$ cat src/rtl/alu_pkg.sv
// Shared definitions for the ALU datapath.
//   alu_op_t : 4-bit ALU operation code (also produced by the ALU controller)
//   state_t  : alu_iterative sequencer states
//   DEFAULT_DATA_WIDTH : default operand/result width
package alu_pkg;

   localparam int DEFAULT_DATA_WIDTH = 32;

   typedef enum logic [3:0] {
      OP_AND  = 4'b0000,
      OP_OR   = 4'b0001,
      OP_ADD  = 4'b0010,
      OP_SUB  = 4'b0011,
      OP_XOR  = 4'b0100,
      OP_BEQ  = 4'b1000,
      OP_BNE  = 4'b1001,
      OP_BLT  = 4'b1010,
      OP_BGE  = 4'b1011,
      OP_SLLI = 4'b1100,
      OP_SRLI = 4'b1101,
      OP_SLT  = 4'b1110,
      OP_SRAI = 4'b1111
   } alu_op_t;

   typedef enum logic [1:0] {
      S_IDLE,
      S_SHIFT,
      S_DONE
   } state_t;

   function automatic logic is_shift(input alu_op_t op);
      return (op == OP_SLLI) || (op == OP_SRLI) || (op == OP_SRAI);
   endfunction

endpackage

$ cat src/rtl/alu_comb.sv
// Single-cycle ALU operations: logic, add/sub, compares.
//   op : operation code
//   a  : operand A
//   b  : operand B
//   y  : result; compares give 0/1 in bit 0, shift ops pass A through
//        (shifting is done iteratively by the parent), unused codes give 0.
module alu_comb
   import alu_pkg::*;
#(
   parameter int DATA_WIDTH = DEFAULT_DATA_WIDTH
) (
   input  alu_op_t               op,
   input  logic [DATA_WIDTH-1:0] a,
   input  logic [DATA_WIDTH-1:0] b,
   output logic [DATA_WIDTH-1:0] y
);

   always_comb begin
      y = '0;
      case (op)
         OP_AND:  y = a & b;
         OP_OR:   y = a | b;
         OP_ADD:  y = a + b;
         OP_SUB:  y = a - b;
         OP_XOR:  y = a ^ b;
         OP_BEQ:  y[0] = (a == b);
         OP_BNE:  y[0] = (a != b);
         OP_BLT:  y[0] = ($signed(a) <  $signed(b));
         OP_BGE:  y[0] = ($signed(a) >= $signed(b));
         OP_SLT:  y[0] = ($signed(a) <  $signed(b));
         // a zero-distance shift completes here with A unchanged
         OP_SLLI,
         OP_SRLI,
         OP_SRAI: y = a;
         default: y = '0;
      endcase
   end

endmodule

$ cat src/rtl/alu_iterative.sv
// Multi-cycle ALU: single-cycle ops via alu_comb, SLLI/SRLI/SRAI via a
// 1-bit-per-cycle shifter.
//   clk, reset          : clock, async active-low reset
//   in_valid/in_ready   : request handshake (Operation, SrcA, SrcB)
//   flush               : synchronous abort, beats every other action
//   out_valid/out_ready : result handshake (ALUResult, Zero)
//   busy                : operation in flight (SHIFT or DONE)
module alu_iterative
   import alu_pkg::*;
#(
   parameter int DATA_WIDTH  = DEFAULT_DATA_WIDTH,
   parameter int SHAMT_WIDTH = $clog2(DATA_WIDTH)
) (
   input  logic                  clk,
   input  logic                  reset,
   input  logic                  in_valid,
   output logic                  in_ready,
   input  logic [3:0]            Operation,
   input  logic [DATA_WIDTH-1:0] SrcA,
   input  logic [DATA_WIDTH-1:0] SrcB,
   input  logic                  flush,
   output logic                  out_valid,
   input  logic                  out_ready,
   output logic [DATA_WIDTH-1:0] ALUResult,
   output logic                  Zero,
   output logic                  busy
);

   state_t                 state;
   alu_op_t                op_q;
   logic [SHAMT_WIDTH-1:0] cnt;
   logic [DATA_WIDTH-1:0]  wreg;
   logic                   started;

   alu_op_t                op_in;
   logic [SHAMT_WIDTH-1:0] shamt;
   logic [DATA_WIDTH-1:0]  comb_y;
   logic [DATA_WIDTH-1:0]  shifted;
   logic                   accept;

   assign op_in = alu_op_t'(Operation);
   assign shamt = SrcB[SHAMT_WIDTH-1:0];

   // held low until the first edge after reset release
   assign in_ready  = started && (state == S_IDLE) && !flush;
   assign accept    = in_valid && in_ready;
   assign out_valid = (state == S_DONE);
   assign busy      = (state != S_IDLE);

   alu_comb #(.DATA_WIDTH(DATA_WIDTH)) u_comb (
      .op (op_in),
      .a  (SrcA),
      .b  (SrcB),
      .y  (comb_y)
   );

   // one-bit step of the latched shift
   always_comb begin
      shifted = wreg;
      case (op_q)
         OP_SLLI: shifted = {wreg[DATA_WIDTH-2:0], 1'b0};
         OP_SRLI: shifted = {1'b0, wreg[DATA_WIDTH-1:1]};
         OP_SRAI: shifted = {wreg[DATA_WIDTH-1], wreg[DATA_WIDTH-1:1]};
         default: shifted = wreg;
      endcase
   end

   always_ff @(posedge clk or negedge reset) begin
      if (!reset) begin
         state     <= S_IDLE;
         op_q      <= OP_AND;
         cnt       <= '0;
         wreg      <= '0;
         ALUResult <= '0;
         Zero      <= 1'b1;
         started   <= 1'b0;
      end else begin
         started <= 1'b1;
         if (flush) begin
            // abandon work; output registers keep their last values
            state <= S_IDLE;
            cnt   <= '0;
         end else begin
            case (state)
               S_IDLE: begin
                  if (accept) begin
                     if (is_shift(op_in) && (shamt != '0)) begin
                        wreg  <= SrcA;
                        cnt   <= shamt;
                        op_q  <= op_in;
                        state <= S_SHIFT;
                     end else begin
                        ALUResult <= comb_y;
                        Zero      <= (comb_y == '0);
                        state     <= S_DONE;
                     end
                  end
               end
               S_SHIFT: begin
                  wreg <= shifted;
                  cnt  <= cnt - 1'b1;
                  if (cnt == SHAMT_WIDTH'(1)) begin
                     ALUResult <= shifted;
                     Zero      <= (shifted == '0);
                     state     <= S_DONE;
                  end
               end
               S_DONE: begin
                  if (out_ready) state <= S_IDLE;
               end
               default: state <= S_IDLE;
            endcase
         end
      end
   end

endmodule
$ cat config.mk
export PLATFORM = sky130hd
export DESIGN_NAME = alu_iterative
export DESIGN_NICKNAME = d
export VERILOG_FILES = /design/src/rtl/alu_pkg.sv /design/src/rtl/alu_comb.sv /design/src/rtl/alu_iterative.sv
export SDC_FILE = /design/constraint.sdc
export NUM_CORES = 1
export LEC_CHECK = 0
export ABC_AREA = 1
export ABC_CLOCK_PERIOD_IN_PS = 1600
export CELL_PAD_IN_SITES_DETAIL_PLACEMENT = 1
export CELL_PAD_IN_SITES_GLOBAL_PLACEMENT = 2
export CORE_ASPECT_RATIO = 0.8
export CORE_UTILIZATION = 28
export CTS_CLUSTER_SIZE = 16
export DETAILED_ROUTE_END_ITERATION = 12
export MAX_ROUTING_LAYER = met4
export PLACE_DENSITY_LB_ADDON = 0.1
export SYNTH_ARGS = -nofsm -noshare
export SYNTH_HDL_FRONTEND = slang
export SYNTH_HIERARCHICAL = 1
export SYNTH_SLANG_ARGS = --single-unit
export TNS_END_PERCENT = 20
$ cat constraint.sdc
create_clock -name clk -period 1.6 [get_ports clk]
set_input_delay 0.32 -clock clk [delete_from_list [all_inputs] [get_ports clk]]
set_output_delay 0.32 -clock clk [all_outputs]
set_load 0.02 [all_outputs]
* Word level (Yosys, flattened, before mapping) *
Cells that the tools add are included.

word-level totals
  bits in registers = 77
  input bits = 73
  logic and storage cells = 90

operators by class
  add/subtract/negate cells = 3
  magnitude comparators = 2
  equal/unequal tests = 28
  multiplexer cells = 24
  bitwise gates (word level) = 4
  reductions and logical operators = 22

operator list
  kind                                                              count
  31-bit one-hot mux with 6 select lines                            1
  32-bit two-way mux                                                5
  32-bit one-hot mux with 2 select lines                            2
  32-bit one-hot mux with 3 select lines                            1
  32-bit logical NOT                                                2
  4-bit == test (second input constant)                             11
  32-bit adder                                                      1
  32-bit bitwise AND                                                1
  32-bit == test                                                    1
  32-bit >= comparator                                              1
  32-bit < comparator                                               1
  32-bit != test                                                    1
  32-bit OR                                                         1
  32-bit subtractor                                                 1
  32-bit XOR                                                        1
  5-bit two-way mux                                                 3
  2-bit two-way mux                                                 5
  1-bit one-hot mux with 10 select lines                            1
  5-bit one-hot mux with 2 select lines                             1
  4-bit by 2-bit == test with 1-bit output (second input constant)  2
  4-bit AND reduction                                               2
  2-bit != test (second input constant)                             3
  3-bit by 2-bit != test with 1-bit output (second input constant)  2
  3-bit != test (second input constant)                             2
  other kinds (23)                                                  31

* Longest topological paths before layout *
Gate-level depths: netlist of run 1.

  depth after elaboration = 8
  depth in mapped cells = 22
  gate-level depth less buffers = 22

* Modules after synthesis *
Netlist of run 1, hierarchy kept.

by module, submodules not included
  module         instances  cells an instance  area an instance (µm²)  seq. area each (µm²)
  alu_comb       1          1174               6094.6                  0.0
  alu_iterative  1          631                4403.0                  1928.1

* Worst setup path before layout of run 1 *
No wires, ideal clock.

  path kind = input-to-reg
  from = input port SrcA[0]
  to = register Zero
  arrival time = 2.519 ns
  data required time = 1.527 ns
  slack = -0.992 ns
  stages = 20
  path buffers = 0
  cell sequence = inv_1 > ha_1 > inv_1 > fa_1 > nand2_1 > nand2_1 > nand2_1 > nand2_2 > nand2_1 > nand2_1 > nand2_1 > nand3_1 > nand3_1 > nand3_1 > or2_2 > nor3_1 > nand3b_1 > nor2_1 > a31oi_1 > a21oi_1

between the ends
  cells in the longest elaborated chain, start to end = 6
  elaborated cells between the ends (all ways) = 15
  classes of those cells = add/sub (2); order compare (2); eq/ne (2); mux (5); bitwise (3); reduce/logical (1)

ends and longest elaborated chain
  element                                            line                            source
  start: declaration                                 alu_iterative.sv:19             input logic [DATA_WIDTH-1:0] SrcA,
  32-bit subtractor or 32-bit adder (tied branches)  alu_comb.sv:24, alu_comb.sv:23
  31-bit one-hot mux with 6 select lines *           alu_comb.sv:20                  case (op)
  net comb_y[28]                                     alu_iterative.sv:37             logic [DATA_WIDTH-1:0] comb_y;
  32-bit logical NOT *                               alu_iterative.sv:94             Zero <= (comb_y == '0);
  1-bit two-way mux *                                alu_iterative.sv:87             if (is_shift(op_in) && (shamt != '0)) begin
  1-bit two-way mux *                                alu_iterative.sv:86             if (accept) begin
  1-bit one-hot mux with 2 select lines *            alu_iterative.sv:84             case (state)
  end signal: assignment                             alu_iterative.sv:94
  end signal: assignment                             alu_iterative.sv:104            Zero <= (shifted == '0);
  end: declaration                                   alu_iterative.sv:25             output logic Zero,

The timed path passes the listed nets; every way through them passes the cells marked *. The select of a mux whose other input is x is not followed.
A chain may end at the register's enable or synchronous reset.

* Worst setup path after layout of run 1 *
  from = input port SrcB[4]
  to = register ALUResult[18]

between the ends
  cells in the longest elaborated chain, start to end = 5
  elaborated cells between the ends (all ways) = 10
  classes of those cells = add/sub (2); eq/ne (1); mux (4); reduce/logical (3)

ends and longest elaborated chain
  element                                            line                            source
  start: declaration                                 alu_iterative.sv:20             input logic [DATA_WIDTH-1:0] SrcB,
  32-bit subtractor or 32-bit adder (tied branches)  alu_comb.sv:24, alu_comb.sv:23
  31-bit one-hot mux with 6 select lines *           alu_comb.sv:20
  net comb_y[18]                                     alu_iterative.sv:37
  32-bit two-way mux *                               alu_iterative.sv:87
  32-bit two-way mux *                               alu_iterative.sv:86
  32-bit one-hot mux with 2 select lines *           alu_iterative.sv:84
  end signal: assignment                             alu_iterative.sv:93             ALUResult <= comb_y;
  end signal: assignment                             alu_iterative.sv:103            ALUResult <= shifted;
  end: declaration                                   alu_iterative.sv:24             output logic [DATA_WIDTH-1:0] ALUResult,

Marked as above.

==> results of run 1 <==
sequential cells by signal (all words and copies together) (netlist names):
name / flops
Zero: 1
cnt: 5
op_q: 4
wreg: 32
state: 2
started: 1
ALUResult: 32
logic make-up after synthesis:
logic type,synth area share
other,0.0003572
and+or+nand+nor,0.3546
AOI/OAI and AO/OA,0.2080
DFF,0.1837
buffers and inverters,0.1291
adders and majority gates,0.1218
xor gates and xnor gates,0.002503
stage by stage:
stage / TNS (ns) / hold slack, ns / utilization
2_1_floorplan: -16.15 / 0.02441 / -
3_3_place_gp: -86.54 / 0.2881 / 0.4478
3_5_place_dp: -89.80 / 0.2911 / 0.4478
4_1_cts: -25.58 / 0.3285 / 0.5219
5_1_grt: -35.09 / 0.2928 / 0.5602
6_report: -27.21 / 0.2965 / 0.5602
worst max-delay path, cell delays in order:
cell and delay [ns]:
sky130_fd_sc_hd__buf_4 0.13, sky130_fd_sc_hd__inv_2 0.08, sky130_fd_sc_hd__ha_4 0.22, sky130_fd_sc_hd__inv_2 0.10
sky130_fd_sc_hd__nand2_2 0.09, sky130_fd_sc_hd__buf_4 0.16, sky130_fd_sc_hd__nor3_1 0.29, sky130_fd_sc_hd__nand4_1 0.27
sky130_fd_sc_hd__nand3_1 0.17, sky130_fd_sc_hd__nand2_1 0.07, sky130_fd_sc_hd__nand3_2 0.06, sky130_fd_sc_hd__nand3_2 0.07
sky130_fd_sc_hd__buf_4 0.14, sky130_fd_sc_hd__buf_4 0.12, sky130_fd_sc_hd__buf_4 0.12, sky130_fd_sc_hd__buf_4 0.12
sky130_fd_sc_hd__buf_4 0.14, sky130_fd_sc_hd__a21oi_1 0.12, sky130_fd_sc_hd__a21oi_1 0.08
timing repair:
action / in CTS / in global routing
pin swaps: 174 / 225
hold buffers: 1 / 0
buffers inserted: 112 / 54
resized for setup: 756 / 357
hold endpoints to repair: 22 / 0
setup endpoints to repair: 112 / 78
how the worst max path moves through the flow:
stage	startpoint	to	slack, ns	cells after the start
final	SrcB[4]	ALUResult[18]	-1.04	19
after floorplan	SrcA[0]	Zero	-0.76	20
after detailed placement	SrcA[14]	Zero	-2.19	18
after global placement	SrcA[14]	Zero	-2.15	18
after global routing	SrcB[4]	Zero	-1.14	18
after CTS	SrcA[0]	Zero	-0.99	23
cell usage after synthesis (3+ instances only):
cell type,count
sky130_fd_sc_hd__o21ai_0,127
sky130_fd_sc_hd__clkbuf_1,23
sky130_fd_sc_hd__nand3_1,134
sky130_fd_sc_hd__or2_2,5
sky130_fd_sc_hd__nor2_2,8
sky130_fd_sc_hd__nor3_1,24
sky130_fd_sc_hd__dfrtp_1,76
sky130_fd_sc_hd__o211ai_1,8
sky130_fd_sc_hd__nand4_1,15
sky130_fd_sc_hd__nor2_1,256
sky130_fd_sc_hd__ha_1,99
sky130_fd_sc_hd__nand2_2,7
sky130_fd_sc_hd__inv_2,10
sky130_fd_sc_hd__a21oi_2,6
sky130_fd_sc_hd__inv_1,265
sky130_fd_sc_hd__a21oi_1,124
sky130_fd_sc_hd__xor2_1,3
sky130_fd_sc_hd__o22ai_1,31
sky130_fd_sc_hd__buf_4,6
sky130_fd_sc_hd__a221oi_1,24
sky130_fd_sc_hd__o21bai_1,8
sky130_fd_sc_hd__a31oi_1,44
sky130_fd_sc_hd__buf_2,32
sky130_fd_sc_hd__nand2_1,444
layout make-up:
class / instances / area [sq um] / share of cell area
Sequential cell: 77 / 1928 / 0.09310
Clock buffer: 11 / 252.7 / 0.01220
Inverter: 275 / 1137 / 0.05491
Clock inverter: 4 / 47.55 / 0.002296
Tap cell: 487 / 609.3 / 0.02942
Multi-Input combinational cell: 1388 / 10070 / 0.4864
Timing Repair Buffer: 788 / 6661 / 0.3216
routing by layer:
layer	global-route usage	vias to the layer above
met3	0.02663	157
met5	-	-
met1	0.4408	7808
li1	-	7374
met2	0.5411	449
met4	0.1203	0
power breakdown:
part | switching [mW] | internal, mW | leakage (nW)
clock network | 0.874 | 1.28 | 0.147
registers | 0.705 | 2.85 | 0.894
logic | 6.50 | 4.94 | 9.34
==> metrics, run 1 <==
YS warnings=6; most common flop cell mapped by yosys=sky130_fd_sc_hd__dfrtp_1; final cell count without fillers=3030; WP data required=1.83 ns; first-pass GRT wire length=94740 um; average wire per standard cell=22.07 um; leading post-synthesis cells by cell area=sky130_fd_sc_hd__dfrtp_1, sky130_fd_sc_hd__nand2_1, sky130_fd_sc_hd__ha_1; power per cell area=827.9 nW/um^2; Total Power=17.15 mW; aggregate routed wire length=66880 um; reported max-cap violation count=0; kind of path behind the tightest hold check=input pin to flip-flop; placement row count=63; weighted congestion reported at the end of routability-driven placement=0.9933; launch instance of the worst register-to-register path=op_q[2]; Slew Limit Headroom=0.6587; synthesized netlist net count=1979; estimated wirelength of the detail-placed design=50090 um; fin nets=2713; H-tree depth=3; via count=15790; growth of design area from synthesis to finish=97.29%; Setup Crit Path Kind=input pin to flip-flop; Vias per Instance=5.211; min cycle time layout=2.635 ns; wire length the detailed router placed on met1=29590 um; CP Data Arrival Time=2.87 ns; largest net degree at the start of global routing=63; Met3 Routed Length=2682 um; post-route clock skew=0.01005 ns; leading area contributor after synthesis=sky130_fd_sc_hd__dfrtp_1; post-synthesis area per instance=5.816 sq um; asr flop ratio synth=1.000; final count of pins violating max slew=0; peak clock frequency supported by timing=379.5 MHz; die width=218.5 um; initial standard-cell utilization of the core=0.2840; number of hold violations in the final report=0; number of buffers added by the clock tree synthesis step=9; leading cell types in the layout, fill and taps excluded=sky130_fd_sc_hd__buf_4, sky130_fd_sc_hd__nand2_1, sky130_fd_sc_hd__nor2_1, sky130_fd_sc_hd__inv_1, sky130_fd_sc_hd__nand2_2; drt first-iter violations=909; Placeable Area=36970 sq um; share of the synthesized area in the top cell type=0.1812; post-layout worst setup margin=-1.035 ns; worst setup slack before clock tree synthesis=-2.191 ns; violations in the final reports=setup timing; Non-Filler Cell Area, Final=20710 sq um; Leak Pwr=10.38 nW; cell at the root of the clock tree=sky130_fd_sc_hd__clkbuf_16; total DRC errors in the routed layout=0; most frequent standard cell in the layout excluding fill and tap cells=sky130_fd_sc_hd__buf_4; portion of the post-synthesis area used by sequential elements=0.1837; Worst R2R End=Zero; startpoint type of the worst setup path=input pin; unique cell type count in the Yosys netlist=43; CTS tree=done; Die Ht=175.2 um; setup repair after global routing missed its margin=true; worst slew pin tran=0.5098 ns; initial antenna violation count=0; placed cell count=2855; run status=finished, violations left; layout cell share with drive strength beyond 1=0.5407; EDFF count, synth=0; final-layout fill cell count=4630; Min-Delay Path Depth=3; highest routing layer actually used=met4; R2R setup slack=-0.34 ns; number of setup violations in the final report=71; total global routing track utilization=0.3368; maximum ir drop on the vdd rail=0.7227 mV; overall overflow remaining after global route=0; source of the worst hold timing path=SrcA[11]; Worst Hold End=wreg[11]; Syn Inst Count=1805; Post-Synthesis Cell Area=10500 sq um; Antenna diodes=0; placed inst area=16550 sq um; clock-pin slew of the registers on the worst-case setup and hold paths=0.06 ns; final cycle utilization of the critical path=1.647; I/O pin cnt=109; crit end category=flip-flop; Clk Latency, worst-skew pair=0.36 ns; via count of the first global-routing pass=16060; metal2 WL=31380 um; biggest fanout along the worst timing path=3; Max clock buf depth=2; die area=38270 sq um; CTS sink count=77; synthesis-stage register bit count=77; DRT antenna net count=0; count of buffers inserted at the top-level ports=108; logic depth of the worst register-to-register path=12; number of optimization iterations in the first detailed-route pass=5
(Power assumes the default switching activity.)
==> run 2, diff against run 1 <==
--- a/config.mk
+++ b/config.mk
@@ -10,6 +10,7 @@
 export CELL_PAD_IN_SITES_DETAIL_PLACEMENT = 1
 export CELL_PAD_IN_SITES_GLOBAL_PLACEMENT = 2
 export CORE_ASPECT_RATIO = 0.8
+export CORE_MARGIN = 2
 export CORE_UTILIZATION = 28
 export CTS_CLUSTER_SIZE = 16
 export DETAILED_ROUTE_END_ITERATION = 12
==> run 2 against run 1 <==
  * The flow still finishes with violations (setup timing)
  * Power is 1.4% higher
  * Fmax is 1.6% lower
  * Worst setup slack worse by 0.044 ns
  * First-iteration DRC count is 12% higher
  * Sequential share of layout area is 0.43 points higher
  * Via count is 4.1% lower
  * Combinational power hardly changed
  * Hold slack worse by 0.028 ns
  * Final cell count is 2.9% lower
  * Sequential power hardly changed
  * Critical path type unchanged
  * Critical endpoint is now Zero
  * Largest cell class unchanged
==> metrics, run 2 (same netlist as run 1, synthesis figures left out) <==
run status=finished, violations left; violations in the final reports=setup timing; Clk Latency, worst-skew pair=0.35 ns (about the same); count of buffers inserted at the top-level ports=108 (unchanged); drt first-iter violations=1018 (+12%); Placeable Area=36970 sq um (unchanged); placed cell count=2833 (-0.77%); R2R setup slack=-0.39 ns (-0.05 ns); met3 track demand over resource in global routing=0.02509 (-0.001546); largest net degree at the start of global routing=63 (unchanged); Register Area=1928 sq um (unchanged); min cycle time layout=2.679 ns (+0.04365 ns); via count=15150 (-4.1%); final-layout fill cell count=4679 (+1.1%); CP Data Arrival Time=2.95 ns (+0.08 ns); Antenna diodes=0 (unchanged); die area=39070 sq um (+2.1%); estimated wirelength of the detail-placed design=50370 um (+0.56%); Setup Crit Path Kind=input pin to flip-flop; average wire per standard cell=21.63 um (-2.0%); placement row count=63 (unchanged); total DRC errors in the routed layout=0 (unchanged); Die Ht=177.2 um (+1.1%); largest registers=ALUResult: 32 flops, wreg: 32 flops, cnt: 5 flops; initial antenna violation count=1 (+1); met2 Usage GRT=0.5393 (-0.001824); utilization of the core after routing=0.5352 (-0.02498); growth of design area from synthesis to finish=88.50%; CTS tree=done; fin nets=2623 (-3.3%); kind of path behind the tightest hold check=input pin to flip-flop; post-layout worst setup margin=-1.079 ns (-0.04365 ns); number of buffers added by the clock tree synthesis step=9 (unchanged); total global routing track utilization=0.3201 (-0.01665); H-tree depth=3 (unchanged); aggregate routed wire length=63610 um (-4.9%); number of optimization iterations in the first detailed-route pass=6 (+1); final cycle utilization of the critical path=1.674 (+0.02728); post-route clock skew=0.007742 ns (-0.002306 ns); most frequent standard cell in the layout excluding fill and tap cells=sky130_fd_sc_hd__buf_4; I/O pin cnt=109 (unchanged); logic depth of the worst register-to-register path=10 (-2); clock-pin slew of the registers on the worst-case setup and hold paths=0.06 ns (about the same); Slew Limit Headroom=0.6228 (-0.03590); Leak Pwr=10.04 nW (-3.2%); final count of pins violating max slew=0 (unchanged); final cell count without fillers=2941 (-2.9%); worst slew pin tran=0.5658 ns (+0.05609 ns); peak clock frequency supported by timing=373.3 MHz (-1.6%); CP startpoint=SrcB[14]; Worst R2R End=Zero; initial standard-cell utilization of the core=0.2840 (unchanged); layer with the highest usage after global routing=met2; startpoint type of the worst setup path=input pin; Max clock buf depth=2 (unchanged); met1 Usage GRT=0.4141 (-0.02671); layout cell share with drive strength beyond 1=0.4996 (-0.04111); capture point of the critical path=Zero; Vias per Instance=5.150 (-1.2%); setup repair after global routing missed its margin=true; leading cell types in the layout, fill and taps excluded=sky130_fd_sc_hd__buf_4, sky130_fd_sc_hd__nand2_1, sky130_fd_sc_hd__nor2_1, sky130_fd_sc_hd__inv_1, sky130_fd_sc_hd__inv_2; weighted congestion reported at the end of routability-driven placement=1.009 (+1.6%); DRT antenna net count=0 (unchanged); power per cell area=878.9 nW/um^2 (+6.2%); WP data required=1.88 ns (+0.05 ns); number of hold violations in the final report=0 (unchanged); biggest fanout along the worst timing path=5 (+2); number of setup violations in the final report=66 (-7.0%); CTS sink count=77 (unchanged); launch instance of the worst register-to-register path=op_q[0]; footprint of the multi-input gates=9829 sq um (-2.4%); first-pass GRT wire length=91650 um (-3.3%); via count of the first global-routing pass=15500 (-3.5%); maximum ir drop on the vdd rail=0.7073 mV (-2.1%); overall overflow remaining after global route=0 (unchanged); cell at the root of the clock tree=sky130_fd_sc_hd__clkbuf_16; die width=220.5 um (+0.92%); reported max-cap violation count=0 (unchanged); crit end category=flip-flop
==> run 2: changes by cell type in the layout (fill, tap and decap cells not counted), sizes merged <==
cell and delta:
bufinv +4, dlygate4sd2 -28, dlymetal6s2s +32, buf -105, clkdlybuf4s15 -5, clkinv -1
clkinvlp -1, clkbuf +15
==> run 2: layout make-up <==
class	instances	area share
clock inverters	6	0.008030
inverters	275	0.05583
repair buffers	698	0.2996
flip-flops and latches	77	0.09744
multi-input cells	1388	0.4967
clock buffers	10	0.01157
well taps	487	0.03079
==> run 2: timing repair <==
action	in CTS	in global routing
pin swaps	95	177
hold endpoints to repair	21	0
gates resized for setup	499	481
buffers inserted	54	49
endpoints found under the setup margin	112	108
hold buffers	1	0
==> run 2: routing by layer <==
| metal | vias to the layer above | wire length (um) |
|---|---|---|
| li1 | 7175 | - |
| met1 | 7447 | 28490 |
| met2 | 413 | 30130 |
| met3 | 111 | 2621 |
| met4 | 0 | 2366 |
| met5 | - | 0 |
==> run 2: worst max-delay path: stages <==
cell and delay [ns]:
sky130_fd_sc_hd__buf_4 0.10, sky130_fd_sc_hd__inv_2 0.05, sky130_fd_sc_hd__ha_4 0.30, sky130_fd_sc_hd__buf_6 0.11, sky130_fd_sc_hd__buf_6 0.10, sky130_fd_sc_hd__nand2_2 0.06, sky130_fd_sc_hd__inv_2 0.08, sky130_fd_sc_hd__nand2_4 0.08
sky130_fd_sc_hd__nor2_4 0.13, sky130_fd_sc_hd__nand4_1 0.25, sky130_fd_sc_hd__nand3_1 0.19, sky130_fd_sc_hd__nand2_1 0.09, sky130_fd_sc_hd__nand3_2 0.08, sky130_fd_sc_hd__nand3_2 0.08, sky130_fd_sc_hd__or2_4 0.26, sky130_fd_sc_hd__nor3_4 0.18
sky130_fd_sc_hd__nand3_1 0.10, sky130_fd_sc_hd__nor2_2 0.16, sky130_fd_sc_hd__a31oi_1 0.10, sky130_fd_sc_hd__a21oi_1 0.13
==> run 2: stage by stage <==
stage / setup WS, ns / setup TNS, ns / instance area [sq um] / hold WS, ns / total power [mW]
final: -1.079 / -24.69 / 19790 / 0.2682 / 17.39
after detailed placement: -2.285 / -85.64 / 16330 / 0.2742 / 13.18
after CTS: -1.174 / -29.08 / 18230 / 0.3092 / 16.60
after floorplan: -0.7633 / -16.15 / 11070 / 0.02441 / 8.183
after global routing: -1.213 / -32.23 / 19790 / 0.2912 / 18.48
after global placement: -2.271 / -83.23 / 16330 / 0.2761 / 12.95
==> run 2: worst min path at each step <==
stage / from / to / slack [ns] / cells after the start
6_report: SrcA[12] / wreg[12] / 0.27 / 3
5_1_grt: SrcA[12] / wreg[12] / 0.29 / 3
4_1_cts: SrcA[12] / wreg[12] / 0.31 / 3
3_5_place_dp: reset / wreg[0] / 0.27 / 1
3_3_place_gp: reset / wreg[0] / 0.28 / 1
2_1_floorplan: reset / ALUResult[0] / 0.02 / 0
==> run 2: report_power, final <==
part	internal (mW)	total (mW)	switching [mW]	leakage, nW
registers	2.85	3.58	0.725	0.894
logic	4.85	11.1	6.26	8.96
clock network	1.84	2.70	0.859	0.187
